<file path="src/rtl/parking_gate_pkg.sv">
// Shared lane state encoding and default timing constants for the parking gate
// lane controller.
package parking_pkg;

    typedef enum logic [2:0] {
        IDLE   = 3'd0,
        DEB    = 3'd1,
        REQ    = 3'd2,
        PULSE  = 3'd3,
        OPEN   = 3'd4,
        DENIED = 3'd5
    } lane_state_e;

    localparam int unsigned DEB_CYCLES_DEF     = 4;
    localparam int unsigned HOLD_CYCLES_DEF    = 8;
    localparam int unsigned TIMEOUT_CYCLES_DEF = 256;

endpackage

</file>
<file path="src/rtl/parking_gate_lane.sv">
// One lane: 2-flop sensor synchroniser, debounce, request/open FSM and hold counter.
// Optional open-barrier timeout under PARKING_GATE_TIMEOUT_EN.
module gate_lane
    import parking_pkg::*;
#(
    parameter int unsigned DEB_CYCLES     = DEB_CYCLES_DEF,
    parameter int unsigned HOLD_CYCLES    = HOLD_CYCLES_DEF,
    parameter int unsigned TIMEOUT_CYCLES = TIMEOUT_CYCLES_DEF
) (
    input  logic clk,
    input  logic rst_n,
    input  logic sensor_raw,
    input  logic grant,
    input  logic door_ok,
    output logic req,
    output logic pulse,
    output logic barrier,
    output logic deny_done,
    output logic timeout
);

    localparam int unsigned CNT_MAX = ((DEB_CYCLES - 1) > HOLD_CYCLES) ? (DEB_CYCLES - 1) : HOLD_CYCLES;
    localparam int unsigned CNT_W   = $clog2(CNT_MAX + 1);
    localparam logic [CNT_W-1:0] DEB_LAST  = CNT_W'(DEB_CYCLES - 1);
    localparam logic [CNT_W-1:0] HOLD_LAST = CNT_W'(HOLD_CYCLES);

    lane_state_e      state_q, state_d;
    logic [1:0]       sync_q, sync_d;
    logic [CNT_W-1:0] cnt_q, cnt_d;
    logic             s;
    logic             timeout_hit;

    assign sync_d = {sync_q[0], sensor_raw};
    assign s      = sync_q[1];

`ifdef PARKING_GATE_TIMEOUT_EN
    localparam int unsigned TMR_W = $clog2(TIMEOUT_CYCLES);
    localparam logic [TMR_W-1:0] TMR_LAST = TMR_W'(TIMEOUT_CYCLES - 1);

    logic [TMR_W-1:0] tmr_q, tmr_d;

    always_comb begin
        tmr_d = '0;
        if (state_q == OPEN && tmr_q != TMR_LAST) begin
            tmr_d = tmr_q + TMR_W'(1);
        end
    end

    always_ff @(posedge clk or negedge rst_n) begin
        if (!rst_n) begin
            tmr_q <= '0;
        end else begin
            tmr_q <= tmr_d;
        end
    end

    assign timeout_hit = (state_q == OPEN) && (tmr_q == TMR_LAST);
`else
    localparam int unsigned UNUSED_TMO = TIMEOUT_CYCLES;
    assign timeout_hit = 1'b0;
`endif

    always_comb begin
        state_d = state_q;
        cnt_d   = cnt_q;
        case (state_q)
            IDLE: begin
                if (s) begin
                    state_d = DEB;
                    cnt_d   = '0;
                end
            end
            DEB: begin
                if (!s) begin
                    state_d = IDLE;
                end else if (cnt_q == DEB_LAST) begin
                    state_d = REQ;
                end else begin
                    cnt_d = cnt_q + CNT_W'(1);
                end
            end
            REQ: begin
                if (grant) begin
                    state_d = PULSE;
                end
            end
            PULSE: begin
                state_d = door_ok ? OPEN : DENIED;
                cnt_d   = '0;
            end
            OPEN: begin
                // any presence restarts the hold; counter stops at HOLD_LAST
                if (s) begin
                    cnt_d = '0;
                end else if (cnt_q == HOLD_LAST) begin
                    state_d = IDLE;
                end else begin
                    cnt_d = cnt_q + CNT_W'(1);
                end
            end
            DENIED: begin
                if (!s) begin
                    state_d = IDLE;
                end
            end
            default: begin
                state_d = IDLE;
                cnt_d   = '0;
            end
        endcase
        if (timeout_hit) begin
            state_d = IDLE;
        end
    end

    always_ff @(posedge clk or negedge rst_n) begin
        if (!rst_n) begin
            state_q <= IDLE;
            sync_q  <= '0;
            cnt_q   <= '0;
        end else begin
            state_q <= state_d;
            sync_q  <= sync_d;
            cnt_q   <= cnt_d;
        end
    end

    assign req       = (state_q == REQ);
    assign pulse     = (state_q == PULSE);
    assign barrier   = (state_q == OPEN);
    assign deny_done = (state_q == DENIED) && !s;
    assign timeout   = timeout_hit;

endmodule

</file>
<file path="src/rtl/parking_gate.sv">
// Two-lane parking gate controller: entry/exit lanes, exit-first arbiter,
// full lamp and sticky fault (timeout enabled by PARKING_GATE_TIMEOUT_EN).
module parking_gate
    import parking_pkg::*;
#(
    parameter int unsigned DEB_CYCLES     = DEB_CYCLES_DEF,
    parameter int unsigned HOLD_CYCLES    = HOLD_CYCLES_DEF,
    parameter int unsigned TIMEOUT_CYCLES = TIMEOUT_CYCLES_DEF
) (
    input  logic CLK,
    input  logic RST,
    input  logic in_sensor,
    input  logic out_sensor,
    input  logic open_door,
    input  logic full,
    output logic enter,
    output logic exit,
    output logic entry_barrier,
    output logic exit_barrier,
    output logic full_lamp,
    output logic fault
);

    logic entry_req, entry_pulse, entry_deny_done, entry_to;
    logic exit_req, exit_pulse, exit_deny_done, exit_to;
    logic entry_grant, exit_grant;
    logic full_lamp_q, full_lamp_d;

    // exit frees capacity, so it wins; entry follows once exit leaves REQ
    assign exit_grant  = exit_req;
    assign entry_grant = entry_req && !exit_req;

    gate_lane #(
        .DEB_CYCLES    (DEB_CYCLES),
        .HOLD_CYCLES   (HOLD_CYCLES),
        .TIMEOUT_CYCLES(TIMEOUT_CYCLES)
    ) u_entry (
        .clk       (CLK),
        .rst_n     (RST),
        .sensor_raw(in_sensor),
        .grant     (entry_grant),
        .door_ok   (open_door),
        .req       (entry_req),
        .pulse     (entry_pulse),
        .barrier   (entry_barrier),
        .deny_done (entry_deny_done),
        .timeout   (entry_to)
    );

    gate_lane #(
        .DEB_CYCLES    (DEB_CYCLES),
        .HOLD_CYCLES   (HOLD_CYCLES),
        .TIMEOUT_CYCLES(TIMEOUT_CYCLES)
    ) u_exit (
        .clk       (CLK),
        .rst_n     (RST),
        .sensor_raw(out_sensor),
        .grant     (exit_grant),
        .door_ok   (open_door),
        .req       (exit_req),
        .pulse     (exit_pulse),
        .barrier   (exit_barrier),
        .deny_done (exit_deny_done),
        .timeout   (exit_to)
    );

    assign enter = entry_pulse;
    assign exit  = exit_pulse;

    always_comb begin
        full_lamp_d = full_lamp_q;
        if (entry_pulse) begin
            full_lamp_d = full;
        end else if (entry_deny_done) begin
            full_lamp_d = 1'b0;
        end
    end

    always_ff @(posedge CLK or negedge RST) begin
        if (!RST) begin
            full_lamp_q <= 1'b0;
        end else begin
            full_lamp_q <= full_lamp_d;
        end
    end

    assign full_lamp = full_lamp_q;

`ifdef PARKING_GATE_TIMEOUT_EN
    logic fault_q, fault_d;

    assign fault_d = fault_q | entry_to | exit_to;

    always_ff @(posedge CLK or negedge RST) begin
        if (!RST) begin
            fault_q <= 1'b0;
        end else begin
            fault_q <= fault_d;
        end
    end

    assign fault = fault_q;
`else
    logic unused_lane_sigs;
    assign unused_lane_sigs = entry_to ^ exit_to ^ exit_deny_done;
    assign fault = 1'b0;
`endif

endmodule

</file>
<file path="config.mk">
export PLATFORM = sky130hd
export DESIGN_NAME = parking_gate
export DESIGN_NICKNAME = d
export VERILOG_FILES = /design/src/rtl/parking_gate_pkg.sv /design/src/rtl/parking_gate_lane.sv /design/src/rtl/parking_gate.sv
export SDC_FILE = /design/constraint.sdc
export NUM_CORES = 1
export LEC_CHECK = 0
export CORE_UTILIZATION = 55
export CTS_BUF_LIST = sky130_fd_sc_hd__clkbuf_16
export DETAILED_ROUTE_END_ITERATION = 8
export HOLD_SLACK_MARGIN = 0.1
export PLACE_DENSITY_LB_ADDON = 0.25
export SYNTH_ARGS = -nofsm -noshare
export SYNTH_HDL_FRONTEND = slang
export SYNTH_SLANG_ARGS = --single-unit
</file>
<file path="constraint.sdc">
create_clock -name CLK -period 2 [get_ports CLK]
set_input_delay 0.3 -clock CLK [delete_from_list [all_inputs] [get_ports CLK]]
set_output_delay 0.3 -clock CLK [all_outputs]
set_load 0.05 [all_outputs]
</file>
==> results.json, run 1 <==
{
  "muxShareOfSynthArea_pct": 6.03,
  "p_per_area_nw_per_um2": 1190,
  "grt_pass1_wl_um": 3890,
  "synth_xor_area_share_pct": 1.48,
  "dr.pass1.iters": 4,
  "synthCells": 127,
  "drive_gt1_share_pct": 12.6,
  "vias": 903,
  "fmax_mhz": 544,
  "rsz0062_at_grt": "no",
  "regArea_um2": 475,
  "synth_area_um2": 1180,
  "cts_sinks": 19,
  "max-clock-path-buffers": 2,
  "route.detailed.drc": 0,
  "syn_avg_cell_area_um2": 9.31,
  "cts_resized": 0,
  "synth_compound_area_share_pct": 17.1,
  "grt_max_degree": 20,
  "cts-root-buf": "clkbuf_16",
  "finalPower_mw": 1.64,
  "fin_worst_skew_ns": 0.00556,
  "yosysTopAreaCellShare_pct": 40.2,
  "rows": 16,
  "worst-path-max-fanout": 5,
  "drt_iter0_drc": 8,
  "startpoint_type": "flop",
  "fill_cells": 147,
  "portBuffers": 10,
  "synth_fp_nets": 137,
  "die_h_um": 48.4,
  "wl_um": 2090,
  "place_congestion": 0.784,
  "synth-seq-cells": 19,
  "hpwl_um": 1490,
  "cts_setup_buffers": 0,
  "min_path_type": "reg -> reg",
  "grt_pass1_vias": 920,
  "cts_tree": "done",
  "min_from": "u_entry.sync_q[0]",
  "yosysTopAreaCell": "dfrtp_1",
  "hold_viol": 0,
  "antenna_cells": 0,
  "antenna_found_initial": 0,
  "ys_seq_area_share_pct": 40.2,
  "ios": 12,
  "ir_drop_uv": 886,
  "avgViaCountPerCell": 5.57,
  "grt_overflow_total": 0,
  "worstPathRequired_ns": 2.13,
  "clk_pin_slew_ns": 0.05,
  "tns_ns": 0,
  "relSlewSlack_pct": 66.2,
  "nets": 146,
  "final_common_cell": "dfrtp_1",
  "crit_arrival_ns": 1.97,
  "grt.total_usage_pct": 21.4,
  "initial_utilization_pct": 59.7,
  "core_area_um2": 1980,
  "clock_latency_ns": 0.25,
  "synth_edf_count": 0,
  "final_area_um2": 1380,
  "synthAdderAreaFrac_pct": 4.23,
  "area_growth_pct": 16.6,
  "reg2reg_from": "u_exit.cnt_q[0]",
  "finish.utilization_pct": 69.6,
  "synth_cell_types": 45,
  "multi_input_area_um2": 612,
  "h-tree-depth": 1,
  "crit_path_start": "u_exit.cnt_q[0]",
  "end_kind": "flop",
  "yosys.area_share.simple_pct": 22.5,
  "crit_type": "reg -> reg",
  "die_x_um": 48.4,
  "drv_slew": 0,
  "postCtsHoldBufs": 0,
  "synth_top_family_by_area": "simple AND/OR/NAND/NOR gates",
  "numCtsBuffers": 3,
  "post_drt_wl_per_cell_um": 12.9,
  "p_leak_nw": 0.626,
  "cap_viol_max_count": 0,
  "ys.flop_type": "dfrtp_1",
  "placed_cell_area_um2": 1300,
  "post-route-period-util_pct": 91.9,
  "tightestPinTransition_ns": 0.502,
  "status": "finished clean",
  "dieArea_um2": 2340,
  "setup_violations": 0,
  "period_needed_ns": 1.84,
  "final_cell_mix": "dfrtp_1, inv_1, nor2_1",
  "yosys_warnings": 0,
  "drtAntennaViolNets": 0,
  "synth.area.top_cells": "dfrtp_1, inv_1, ha_1",
  "synthArstFlopShare_pct": 100
}
## final cells by class
class / instances / area share [%]
inverters: 15 / 4.08
clock inverters: 1 / 0.272
well taps: 27 / 2.45
clock buffers: 3 / 5.44
repair buffers: 11 / 8.89
multi-input cells: 86 / 44.4
flip-flops and latches: 19 / 34.5
## final timing paths
kind,endpoint,slack [ns],depth (start not counted)
min in group asynchronous,u_exit.state_q[0],0.38,2
max in group asynchronous,u_entry.sync_q[1],1.42,2
worst min register to register,u_entry.sync_q[1],0.35,0
worst max-delay path,u_exit.cnt_q[0],0.16,5
worst max register to register,u_exit.cnt_q[0],0.16,5
worst min-delay path,u_entry.sync_q[1],0.35,0
## registers in the layout, summed over array words and instances (netlist names)
| name | cells |
|---|---|
| full_lamp | 1 |
| u_entry.cnt_q | 4 |
| u_entry.state_q | 3 |
| u_entry.sync_q | 2 |
| u_exit.cnt_q | 4 |
| u_exit.state_q | 3 |
| u_exit.sync_q | 2 |
## per-stage QoR
stage / std cells / hold slack, ns / setup slack [ns]
after floorplan: 127 / 0.00441 / 0.322
after global placement: 158 / 0.333 / 0.248
after detailed placement: 158 / 0.336 / 0.192
after CTS: 162 / 0.347 / 0.183
after global routing: 162 / 0.355 / 0.0568
final: 162 / 0.346 / 0.161
## layer usage
metal | routed length [µm] | global-route usage (%) | share of wire (%)
met5 | 0 | 0 | 0
met2 | 1010 | 35.7 | 48
met1 | 990 | 27.3 | 47
met3 | 82 | 5.66 | 3.9
met4 | 13 | 6.86 | 0.62
## logic make-up after synthesis
family	Yosys count
and+or+nand+nor	46
AOI/OAI and AO/OA	27
buffers and inverters	22
DFF	19
muxes	6
adders and majority gates	4
xor gates and xnor gates	2
other	1
## worst max-delay path: stages, from the launching register on
cell and delay [ns]:
dfrtp_1 0.41, ha_1 0.21, nor3b_2 0.28, nor4_1 0.10, or3_4 0.42, mux2_4 0.31
## cells in the mapped netlist (3+ instances only)
master and count:
inv_1 15, o21ai_0 5, dfrtp_1 19, buf_2 4, ha_1 4, a21oi_1 4
mux2i_1 3, nor2b_1 4, nand2b_1 4, nand2_1 8, nor2_1 11, nand3_1 3
## report_power, final
| part | leakage (nW) | internal [mW] | switching [mW] |
|---|---|---|---|
| registers | 0.246 | 0.464 | 0.131 |
| logic | 0.338 | 0.306 | 0.336 |
| clock network | 0.0423 | 0.266 | 0.133 |
Note: power is estimated with default switching activity, not from simulation.
==> run 2, diff against run 1 <==
--- a/config.mk
+++ b/config.mk
@@ -8,6 +8,7 @@
 export CORE_UTILIZATION = 55
 export CTS_BUF_LIST = sky130_fd_sc_hd__clkbuf_16
 export DETAILED_ROUTE_END_ITERATION = 8
+export GPL_TIMING_DRIVEN = 0
 export HOLD_SLACK_MARGIN = 0.1
 export PLACE_DENSITY_LB_ADDON = 0.25
 export SYNTH_ARGS = -nofsm -noshare
==> run 2 against run 1 <==
Final cell count increased by 3.1%. Clock skew decreased by 0.0044 ns. Combinational power grew 12%. Clock power up 6.3%. Critical endpoint is now entry_barrier. Flip-flop and latch count unchanged. Cell area rose by 0.73%. Critical path depth shrank 1. Sequential share of layout area is 0.25 points lower. Non-clock buffer count is 5 higher. Global-route usage is 0.93 points higher. Largest cell class unchanged. First-iteration DRC count grew 50%.
==> results.json, run 2 (same netlist as run 1, synthesis figures left out) <==
{
  "status": "finished clean",
  "drv_slew": 0,
  "grt_pass1_vias": 908,
  "reg_top3": "u_entry.cnt_q x4, u_exit.cnt_q x4",
  "max-clock-path-buffers": 2,
  "crit_buf_inv": 2,
  "crit_arrival_ns": 1.60,
  "regArea_um2": 475,
  "pre_cts_ws_ns": -0.0980,
  "relSlewSlack_pct": 42.9,
  "dr.max_layer_used": "met4",
  "area_growth_pct": 17.5,
  "die_h_um": 48.4,
  "worst_path_max_delay_cell": "dlygate4sd2_1",
  "fill_cells": 161,
  "crit_type": "reg -> out",
  "initial_utilization_pct": 59.7,
  "worst-path-max-fanout": 10,
  "cts_sinks": 19,
  "antenna_cells": 0,
  "hold_viol": 0,
  "cap_viol_max_count": 0,
  "ir_drop_uv": 768,
  "drive_gt1_share_pct": 15.0,
  "vias": 910,
  "final_cell_mix": "dfrtp_1, inv_1, nor2_1",
  "post_drt_wl_per_cell_um": 13.2,
  "tightestPinTransition_ns": 0.854,
  "reg2reg_from": "u_exit.cnt_q[0]",
  "period_needed_ns": 1.90,
  "dieArea_um2": 2340,
  "wl_um": 2200,
  "critical_path.cell_chain": "buf_2 > nand2b_1 > nor2_1 > dlygate4sd2_1",
  "tns_ns": 0,
  "wl_met2_um": 1110,
  "reg2reg_depth": 5,
  "core_area_um2": 1980,
  "numCtsBuffers": 3,
  "grt_max_degree": 20,
  "portBuffers": 10,
  "rsz0062_at_grt": "no",
  "fmax_mhz": 526,
  "grt_pass1_wl_um": 3920,
  "cts-root-buf": "clkbuf_16",
  "postCtsHoldBufs": 0,
  "rows": 16,
  "post-route-period-util_pct": 95.0,
  "drt_iter0_drc": 12,
  "grt.total_usage_pct": 22.4,
  "slowest_delay_ns": 0.53,
  "h-tree-depth": 1,
  "cp-endpoint": "entry_barrier",
  "cts_setup_buffers": 0,
  "startpoint_type": "flop",
  "antenna_found_initial": 0,
  "crit_path_start": "u_entry.state_q[0]",
  "min_path_type": "reg -> reg",
  "setup_violations": 0,
  "clock_latency_ns": 0.26,
  "cts_tree": "done",
  "dp_cells": 164,
  "fin_worst_skew_ns": 0.00117,
  "finish.utilization_pct": 70.1,
  "dr.pass1.iters": 4,
  "regToRegEndpoint": "u_exit.cnt_q[0]",
  "hpwl_um": 1600,
  "nets": 151,
  "multi_input_area_um2": 612,
  "clk_pin_slew_ns": 0.06,
  "wl_met1_um": 970,
  "finalNonFillerCells": 167,
  "p_per_area_nw_per_um2": 1210,
  "finalPower_mw": 1.67,
  "p_leak_nw": 0.644,
  "ios": 12,
  "grt_overflow_total": 0,
  "die_x_um": 48.4,
  "cp_num_cells": 4,
  "drtAntennaViolNets": 0,
  "route.detailed.drc": 0,
  "path_delay_family": "buffers and inverters",
  "place_congestion": 0.833,
  "avgViaCountPerCell": 5.45,
  "worstPathRequired_ns": 1.70,
  "final_common_cell": "dfrtp_1",
  "r2r_setup_slack_ns": 0.11,
  "end_kind": "output pin",
  "setup_slack_ns": 0.0991,
  "wl_met3_um": 104
}
[run 2: changes by cell type in the layout (fill, tap and decap cells not counted)]
cell / change
buf_2: +4
buf_12: -2
inv_1: -1
buf_4: -1
clkinvlp_4: +1
clkbuf_2: +1
dlygate4sd2_1: +2
clkdlybuf4s15_2: +1
[run 2: worst min-delay path by stage]
stage / from / to / cells after the start
floorplan: RST / full_lamp / 0
global placement: u_exit.sync_q[0] / u_exit.sync_q[1] / 0
detailed placement: u_exit.sync_q[0] / u_exit.sync_q[1] / 0
CTS: u_exit.sync_q[0] / u_exit.sync_q[1] / 0
global route: u_exit.sync_q[0] / u_exit.sync_q[1] / 0
finish: u_exit.sync_q[0] / u_exit.sync_q[1] / 0
[run 2: repair_timing]
item,CTS,global route
endpoints found under the setup margin,4,2
pin swaps,0,0
resized for setup,7,1
[run 2: per-layer routing]
layer	track usage [%]	vias to the layer above
met5	0	-
met4	8.33	0
met3	7.86	2
met2	37.6	21
met1	26.4	429
li1	-	458
[run 2: final cells by class]
type,instances,area share (%)
clock inverters,1,0.541
repair buffers,10,6.76
multi-input cells,86,44.1
flip-flops and latches,19,34.2
clock buffers,3,5.41
inverters,15,4.05
well taps,27,2.43
plain buffers,6,2.52
[run 2: worst register-to-register path: cells and delay by family, from the launching register on]
kind,cells,cell delay (ns)
flops,1,0.41
simple gates,3,0.85
fa+ha+maj,1,0.21
mux,1,0.31
[run 2: report_power, final]
group / leakage, nW / internal, mW / total [mW] / switching (mW)
combinational: 0.361 / 0.316 / 0.720 / 0.404
clock: 0.0371 / 0.271 / 0.424 / 0.153
sequential: 0.246 / 0.464 / 0.530 / 0.0660
[run 2: metrics by stage]
step	cell area (µm²)	hold WS [ns]
after global placement	1320	0.334
after floorplan	1180	0.00441
final	1390	0.346
after CTS	1400	0.348
after global routing	1390	0.358
after detailed placement	1320	0.335
==> run 3, diff against run 2 <==
--- a/config.mk
+++ b/config.mk
@@ -5,7 +5,9 @@
 export SDC_FILE = /design/constraint.sdc
 export NUM_CORES = 1
 export LEC_CHECK = 0
-export CORE_UTILIZATION = 55
+export CELL_PAD_IN_SITES_DETAIL_PLACEMENT = 1
+export CELL_PAD_IN_SITES_GLOBAL_PLACEMENT = 1
+export CORE_UTILIZATION = 42
 export CTS_BUF_LIST = sky130_fd_sc_hd__clkbuf_16
 export DETAILED_ROUTE_END_ITERATION = 8
 export GPL_TIMING_DRIVEN = 0
==> run 3 against run 2 <==
Setup slack worse by 0.0099 ns. Cell area up 0.63%. Critical path type unchanged. Non-clock buffer count unchanged.
==> results.json, run 3 (same netlist as run 1, synthesis figures left out) <==
{
  "worstPathRequired_ns": 1.70,
  "reg2reg_depth": 5,
  "grt_pass1_vias": 926,
  "post_drt_wl_per_cell_um": 14.2,
  "avgViaCountPerCell": 5.51,
  "end_kind": "output pin",
  "hpwl_um": 1780,
  "crit_type": "reg -> out",
  "p_leak_nw": 0.643,
  "antenna_found_initial": 0,
  "fill_cells": 302,
  "dp_cells": 167,
  "p_int_mw": 1.05,
  "fin_worst_skew_ns": 0.00401,
  "antenna_cells": 0,
  "period_needed_ns": 1.91,
  "reg2reg_from": "u_exit.cnt_q[0]",
  "ios": 12,
  "drtAntennaViolNets": 0,
  "drt_iter0_drc": 4,
  "p_per_area_nw_per_um2": 1190,
  "min_path_type": "reg -> reg",
  "area_growth_pct": 18.2,
  "cts_setup_buffers": 0,
  "h-tree-depth": 1,
  "core_area_um2": 2570,
  "crit_path_start": "u_exit.state_q[0]",
  "place_congestion": 0.756,
  "postCtsHoldBufs": 0,
  "tightestPinTransition_ns": 0.835,
  "min_from": "u_exit.sync_q[0]",
  "grt_max_degree": 20,
  "cts-root-buf": "clkbuf_16",
  "die_x_um": 55.1,
  "finalNonFillerCells": 170,
  "p_comb_share_pct": 43.4,
  "drive_gt1_share_pct": 15.0,
  "wl_um": 2420,
  "power_switching_share_pct": 37.2,
  "hold_viol": 0,
  "initial_utilization_pct": 46.1,
  "hold_depth": 0,
  "setup_violations": 0,
  "cap_viol_max_count": 0,
  "ir_drop_uv": 830,
  "rsz0062_at_grt": "no",
  "pwr-share-clk_pct": 24.5,
  "worst-path-max-fanout": 10,
  "post-route-period-util_pct": 95.5,
  "relSlewSlack_pct": 44.2,
  "dr.pass1.iters": 4,
  "dieArea_um2": 3030,
  "fmax_mhz": 523,
  "power.switching_mw": 0.621,
  "drv_slew": 0,
  "status": "finished clean",
  "final_cell_mix": "dfrtp_1, inv_1, nor2_1",
  "startpoint_type": "flop",
  "clock_latency_ns": 0.25,
  "grt_overflow_total": 0,
  "finalPower_mw": 1.67,
  "grt.total_usage_pct": 18.9,
  "portBuffers": 10,
  "rows": 18,
  "cts_tree": "done",
  "clk_pin_slew_ns": 0.05,
  "reg_top3": "u_entry.cnt_q x4, u_exit.cnt_q x4",
  "max-clock-path-buffers": 2,
  "numCtsBuffers": 3,
  "nets": 151,
  "grt_pass1_wl_um": 4040,
  "route.detailed.drc": 0,
  "cts_sinks": 19,
  "vias": 937,
  "final_common_cell": "dfrtp_1",
  "p_seq_share_pct": 32.0,
  "die_h_um": 55.1,
  "crit_arrival_ns": 1.61
}
## run 3: changes by cell type in the layout (fill, tap and decap cells not counted), sizes merged
cell           previous run  this run
clkbuf                    4         3
dlygate4sd2               2         1
clkinv                    0         1
clkinvlp                  1         0
clkdlybuf4s15             1         3
## run 3: worst max-delay path, stage by stage, from the launching register on
cell and delay, ns:
dfrtp_1 0.36, buf_4 0.16, nand2b_2 0.22, nor2_1 0.09
dlygate4sd2_1 0.53
## run 3: path summary, 6_finish.rpt
kind	endpoint	slack (ns)
max reg2reg	u_exit.cnt_q[1]	0.11
min reg2reg	u_exit.sync_q[1]	0.35
min in group asynchronous	u_exit.state_q[2]	0.53
max	exit_barrier	0.09
min	u_exit.sync_q[1]	0.35
max in group asynchronous	u_entry.cnt_q[2]	0.95
## run 3: stage by stage
| step | instance area (µm²) | worst slack [ns] | TNS (ns) | utilization, % | hold WS, ns |
|---|---|---|---|---|---|
| floorplan | 1180 | 0.322 | 0 | - | 0.00441 |
| global placement | 1320 | -0.118 | -0.129 | 51.4 | 0.335 |
| detailed placement | 1320 | -0.141 | -0.171 | 51.4 | 0.338 |
| CTS | 1400 | 0.0169 | 0 | 54.5 | 0.350 |
| global route | 1400 | 0.0113 | 0 | 54.4 | 0.361 |
| finish | 1400 | 0.0892 | 0 | 54.4 | 0.347 |
## run 3: final cells by class
cell class                      instances  area [µm²]  area share [%]
Inverter                               15        56.3            4.03
Clock inverter                          1        5.00           0.358
Sequential cell                        19         475            34.0
Multi-Input combinational cell         86         612            43.8
Timing Repair Buffer                   10         101            7.25
Tap cell                               30        37.5            2.69
Buffer                                  6        35.0            2.51
Clock buffer                            3        75.1            5.37
## run 3: metal layers
metal	routed length (µm)	GRT usage (%)	part of all wire [%]
met5	0	0	0
met4	0	2.50	0
met3	97	5.74	4.0
met2	1220	33.7	50
met1	1100	22.7	46
## run 3: power by group through the flow
stage	Clock [mW]	Sequential (mW)	Combinational, mW
after global placement	0	0.522	0.721
after CTS	0.424	0.523	0.747
final	0.410	0.534	0.725
after floorplan	0	0.529	0.566
after detailed placement	0	0.528	0.742
after global routing	0.441	0.550	0.807
## run 3: what timing repair did
action	4_1_cts	5_1_grt
resized for setup	8	1
cloned	0	0
hold endpoints to repair	0	0
endpoints found under the setup margin	4	2
